**config.mk**
```make
export PLATFORM = sky130hd
export DESIGN_NAME = arb_req_frontend
export DESIGN_NICKNAME = d
export VERILOG_FILES = /design/src/rtl/arb_req_frontend.sv
export SDC_FILE = /design/constraint.sdc
export NUM_CORES = 1
export LEC_CHECK = 0
export ABC_CLOCK_PERIOD_IN_PS = 4200
export CORE_ASPECT_RATIO = 1.4
export CORE_MARGIN = 5
export CORE_UTILIZATION = 50
export CTS_BUF_LIST = sky130_fd_sc_hd__clkbuf_2 sky130_fd_sc_hd__clkbuf_4 sky130_fd_sc_hd__clkbuf_8
export DETAILED_ROUTE_END_ITERATION = 12
export GPL_TIMING_DRIVEN = 0
export PLACE_DENSITY = 0.7
export SYNTH_ARGS = -nofsm -noshare
export SYNTH_HDL_FRONTEND = slang
export SYNTH_SLANG_ARGS = --single-unit
```
**constraint.sdc**
```tcl
create_clock -name clk -period 4.2 [get_ports clk]
set_input_delay 0.63 -clock clk [delete_from_list [all_inputs] [get_ports clk]]
set_output_delay 0.63 -clock clk [all_outputs]
set_load 0.02 [all_outputs]
```
**src/rtl/arb_req_frontend.sv**
```systemverilog
// Request frontend for a 4-way arbiter: four per-source FIFOs drive req0..3.
// Each valid grant pops one FIFO head onto a registered, source-tagged output bus.

module arb_req_frontend_fifo #(
    parameter int DW    = 8,
    parameter int DEPTH = 4,
    parameter int AW    = 2
) (
    input  logic          clk,
    input  logic          rst,
    input  logic          push,
    input  logic          pop,
    input  logic [DW-1:0] wdata,
    output logic [DW-1:0] head,
    output logic [AW:0]   count
);
    logic [DEPTH-1:0][DW-1:0] mem_q, mem_d;
    logic [AW-1:0]            wptr_q, wptr_d, rptr_q, rptr_d;
    logic [AW:0]              cnt_q, cnt_d;

    // push/pop arrive already qualified by the parent (not full / not empty)
    always_comb begin
        mem_d  = mem_q;
        wptr_d = wptr_q;
        rptr_d = rptr_q;
        cnt_d  = cnt_q;
        if (push) begin
            mem_d[wptr_q] = wdata;
            wptr_d        = wptr_q + 1'b1;
        end
        if (pop) rptr_d = rptr_q + 1'b1;
        case ({push, pop})
            2'b10:   cnt_d = cnt_q + 1'b1;
            2'b01:   cnt_d = cnt_q - 1'b1;
            default: cnt_d = cnt_q;
        endcase
    end

    always_ff @(posedge clk or negedge rst) begin
        if (!rst) begin
            mem_q  <= '0;
            wptr_q <= '0;
            rptr_q <= '0;
            cnt_q  <= '0;
        end else begin
            mem_q  <= mem_d;
            wptr_q <= wptr_d;
            rptr_q <= rptr_d;
            cnt_q  <= cnt_d;
        end
    end

    assign head  = mem_q[rptr_q];
    assign count = cnt_q;
endmodule

module arb_req_frontend #(
    parameter int DW    = 8,
    parameter int DEPTH = 4,
    parameter int AW    = 2
) (
    input  logic            clk,
    input  logic            rst,
    input  logic [3:0]      in_valid,
    input  logic [4*DW-1:0] in_data,
    output logic [3:0]      in_ready,
    output logic            req0,
    output logic            req1,
    output logic            req2,
    output logic            req3,
    input  logic            gnt0,
    input  logic            gnt1,
    input  logic            gnt2,
    input  logic            gnt3,
    output logic            out_valid,
    output logic [DW-1:0]   out_data,
    output logic [1:0]      out_src,
    output logic            ovf_err,
    output logic            gnt_err
);
    localparam logic [AW:0] FULL = (AW+1)'(DEPTH);

    logic [3:0]               gnt, req, push, pop;
    logic [3:0][DW-1:0]       head;
    logic [3:0][AW:0]         cnt;
    logic                     gnt_multi, gnt_single;

    logic          out_valid_q, out_valid_d;
    logic [DW-1:0] out_data_q, out_data_d;
    logic [1:0]    out_src_q, out_src_d;
    logic          ovf_err_q, ovf_err_d;
    logic          gnt_err_q, gnt_err_d;

    assign gnt = {gnt3, gnt2, gnt1, gnt0};

    genvar i;
    generate
        for (i = 0; i < 4; i++) begin : g_src
            assign in_ready[i] = (cnt[i] != FULL);
            assign req[i]      = (cnt[i] != '0);
            arb_req_frontend_fifo #(.DW(DW), .DEPTH(DEPTH), .AW(AW)) u_fifo (
                .clk   (clk),
                .rst   (rst),
                .push  (push[i]),
                .pop   (pop[i]),
                .wdata (in_data[i*DW +: DW]),
                .head  (head[i]),
                .count (cnt[i])
            );
        end
    endgenerate

    // x & (x-1) is non-zero exactly when more than one grant bit is set
    assign gnt_multi  = |(gnt & (gnt - 4'd1));
    assign gnt_single = (gnt != 4'd0) && !gnt_multi;
    assign pop        = gnt_single ? (gnt & req) : 4'd0;
    assign push       = in_valid & in_ready;

    always_comb begin
        out_valid_d = |pop;
        out_data_d  = out_data_q;
        out_src_d   = out_src_q;
        for (int k = 0; k < 4; k++) begin
            if (pop[k]) begin
                out_data_d = head[k];
                out_src_d  = 2'(k);
            end
        end
        ovf_err_d = ovf_err_q | (|(in_valid & ~in_ready));
        gnt_err_d = gnt_err_q | gnt_multi | (|(gnt & ~req));
    end

    always_ff @(posedge clk or negedge rst) begin
        if (!rst) begin
            out_valid_q <= 1'b0;
            out_data_q  <= '0;
            out_src_q   <= '0;
            ovf_err_q   <= 1'b0;
            gnt_err_q   <= 1'b0;
        end else begin
            out_valid_q <= out_valid_d;
            out_data_q  <= out_data_d;
            out_src_q   <= out_src_d;
            ovf_err_q   <= ovf_err_d;
            gnt_err_q   <= gnt_err_d;
        end
    end

    assign {req3, req2, req1, req0} = req;
    assign out_valid = out_valid_q;
    assign out_data  = out_data_q;
    assign out_src   = out_src_q;
    assign ovf_err   = ovf_err_q;
    assign gnt_err   = gnt_err_q;
endmodule

```
==> results.yml <==
outcome:
  status: "complete, no violations"
cells_and_area:
  antenna_cells: 0
  nNetsFinal: 693
  layout-drive-gt1-share_pct: 38.0
  multi_input_area_um2: 3470
  register_area_um2: 4230
  fill_cells: 1217
  area_growth_syn_to_layout_pct: 16.8
worst_setup_path:
  crit_path_max_fanout: 10
  critical_path_class: "in -> reg"
  slowest_stage: "clkdlybuf4s50_1"
  start_kind: "input pin"
  cp_data_arrival_time_ps: 3060
  timing.rr.start: "g_src[3].u_fifo.count[1]"
  path_cells: "clkdlybuf4s50_1, nor3_1, nand3_1, inv_2, ha_1, inv_1, fa_1, xor2_1, nor2_1, xor2_1"
  cp_common_cell: "xor2_1"
  ff2ff_setup_slack_ps: 1930
  cp-end-kind: "flop"
  startpoint: "gnt0"
  slowest_delay_ps: 530
  rr_worst_depth: 7
  r2r-end: "g_src[3].u_fifo.count[1]"
  required_ps: 4590
drt:
  vias: 4628
  routed_via_density: 5.54
  antenna_left: 0
  drt-wirelength-per-cell_um: 19.9
  drc: 0
  wirelength_um: 16600
  drt_first_pass_iters: 4
  drtIter0Drc: 256
pwr:
  p_total_mw: 7.07
  ir_worst_vdd_mv: 0.402
  power_density_nw_per_um2: 765
  p_leak_nw: 3.95
sta:
  period_share_pct: 63.4
  finalSetupViolations: 0
  slew_viol_final: 0
  rsz0062_at_grt: "no"
  finalHoldViolations: 0
  whs_ps: 94.5
  worst_pin_slew_ps: 603
  skew_ps: 14.1
  fmax_mhz: 376
  period_minus_slack_ps: 2660
  relSlewSlack_pct: 59.8
min_path:
  holdCritPathClass: "in -> async"
grt:
  grtUsageTotal_pct: 19.4
  antenna_found_initial: 0
  grt_max_degree: 108
  grt_pass1_wl_um: 27600
  grt_pass1_vias: 5217
  overflow: 0
placement:
  gp_congestion: 0.835
  port_buffers: 62
  hpwl_um: 11800
floorplanning:
  num_rows: 54
  ioPinCount: 63
  die_y_um: 159
  die_area_um2: 18500
  die_x_um: 116
  start_util_pct: 50.7
  core_um2: 15600
clock_tree:
  clockBufferDepth: 2
  post_cts_resized: 0
  cts_hold_buf: 0
  root_buffer: "clkbuf_8"
  cts_tree: "done"
  h-tree-depth: 4
  clock_sinks: 169
  post_cts_buffers: 0
  numCtsBuffers: 17
  clkTransAtPathRegs_ps: 90
  clk_latency_ps: 470
synth:
  postSynthCellCount: 545
  synth_nets: 611
  synth.avg_cell_area_um2: 14.5
  synth.distinct_cells: 37
  yosysSeqAreaShare_pct: 53.4
  mappedNetlistArea_um2: 7920
  ys_ff_latch: 169
  synth_warnings: 0
flow_run:
  max_cap_violations: 0
==> cells in the final DEF (no fill, tap or decap), types with 3 or more instances in the layout <==
cell and n:
a21oi_1 3, a22oi_2 7, and2_1 4, and3_1 8
buf_2 8, buf_4 3, buf_6 3, bufinv_16 4
clkbuf_8 17, clkdlybuf4s50_1 61, clkinvlp_4 4, dfrtp_1 169
fa_1 4, ha_1 20, inv_1 26, inv_2 3
mux2_2 129, mux4_2 32, nand2_1 16, nand2_2 18
nand3_1 15, nor2_1 11, o21ai_0 14, o2bb2ai_1 8
xnor2_1 17, xor2_1 7
==> cells by family (layout without fill, tap and decap cells) <==
logic type,count (synthesis),after routing,share of synthesized area [%]
DFF,169,169,53.4
AOI/OAI and AO/OA,36,36,3.41
and+or+nand+nor,83,83,5.96
buffers and inverters,47,141,2.78
adders and majority gates,24,24,4.17
xor gates and xnor gates,24,24,2.66
muxes,162,162,27.6
==> metal layers <==
| metal | wire length (um) | vias up | track usage (%) |
|---|---|---|---|
| li1 | - | 2117 | - |
| met1 | 6790 | 2406 | 24.0 |
| met2 | 9010 | 80 | 33.7 |
| met3 | 534 | 25 | 4.07 |
| met4 | 275 | 0 | 5.96 |
| met5 | 0 | - | 0 |
==> sequential cells by signal (all words and copies together) (netlist names) <==
register and cells:
g_src.u_fifo.mem_q 128, g_src.u_fifo.count 12, g_src.u_fifo.rptr_q 8, g_src.u_fifo.wptr_q 8
out_data 8, out_src 2, gnt_err 1, out_valid 1
ovf_err 1
==> where the power goes <==
part	switching, mW	internal [mW]
Sequential	0.459	2.45
Clock	0.617	0.650
Combinational	1.28	1.62
==> layout make-up <==
cell class                      count  share of cell area [%]
Buffer                             18                    1.20
Clock buffer                       17                    2.53
Clock inverter                     14                    2.14
Inverter                           29                    1.18
Multi-Input combinational cell    329                    37.5
Sequential cell                   169                    45.7
Tap cell                          196                    2.65
Timing Repair Buffer               63                    7.06
==> worst max-delay path, delay by kind of cell <==
family	cells	cell delay [ps]
buf+inv	3	850
fa+ha+maj	2	590
simple gates	3	690
xor+xnor	2	300
==> synthesized netlist by cell type, drive strengths merged <==
master / count / area [um^2]
a21oi: 3 / 15.0
a22oi: 8 / 95.1
a31oi: 1 / 6.26
and2: 4 / 25.0
and3: 8 / 50.1
buf: 16 / 104
clkbuf: 2 / 7.51
dfrtp: 169 / 4230
fa: 4 / 80.1
ha: 20 / 250
inv: 29 / 109
mux2: 129 / 1450
mux2i: 1 / 10.0
mux4: 32 / 721
nand2: 34 / 173
nand3: 16 / 85.1
nand4: 2 / 18.8
nor2: 11 / 41.3
nor3: 3 / 20.0
nor4b: 2 / 30.0
o211ai: 1 / 7.51
o21ai: 14 / 70.1
o22ai: 1 / 6.26
o2bb2ai: 8 / 70.1
or3: 3 / 28.8
xnor2: 17 / 149
xor2: 7 / 61.3
==> worst max path at each step <==
stage | end | cells past startpoint
floorplan | g_src[1].u_fifo.count[2] | 10
global placement | g_src[3].u_fifo.mem_q[18] | 1
detailed placement | g_src[3].u_fifo.count[2] | 10
CTS | g_src[3].u_fifo.count[2] | 10
global route | g_src[3].u_fifo.count[2] | 10
finish | g_src[3].u_fifo.count[2] | 10
==> stage by stage <==
step | instance area [um^2] | utilization, % | TNS (ps) | setup slack, ps | cells
after detailed placement | 8810 | 56.5 | 0 | 1090 | 804
final | 9250 | 59.2 | 0 | 1540 | 835
after floorplan | 7920 | - | 0 | 1930 | 545
after CTS | 9250 | 59.2 | 0 | 1580 | 835
after global routing | 9250 | 59.2 | 0 | 1370 | 835
after global placement | 8780 | 56.3 | -661290 | -3930 | 803
(Power assumes the default switching activity.)
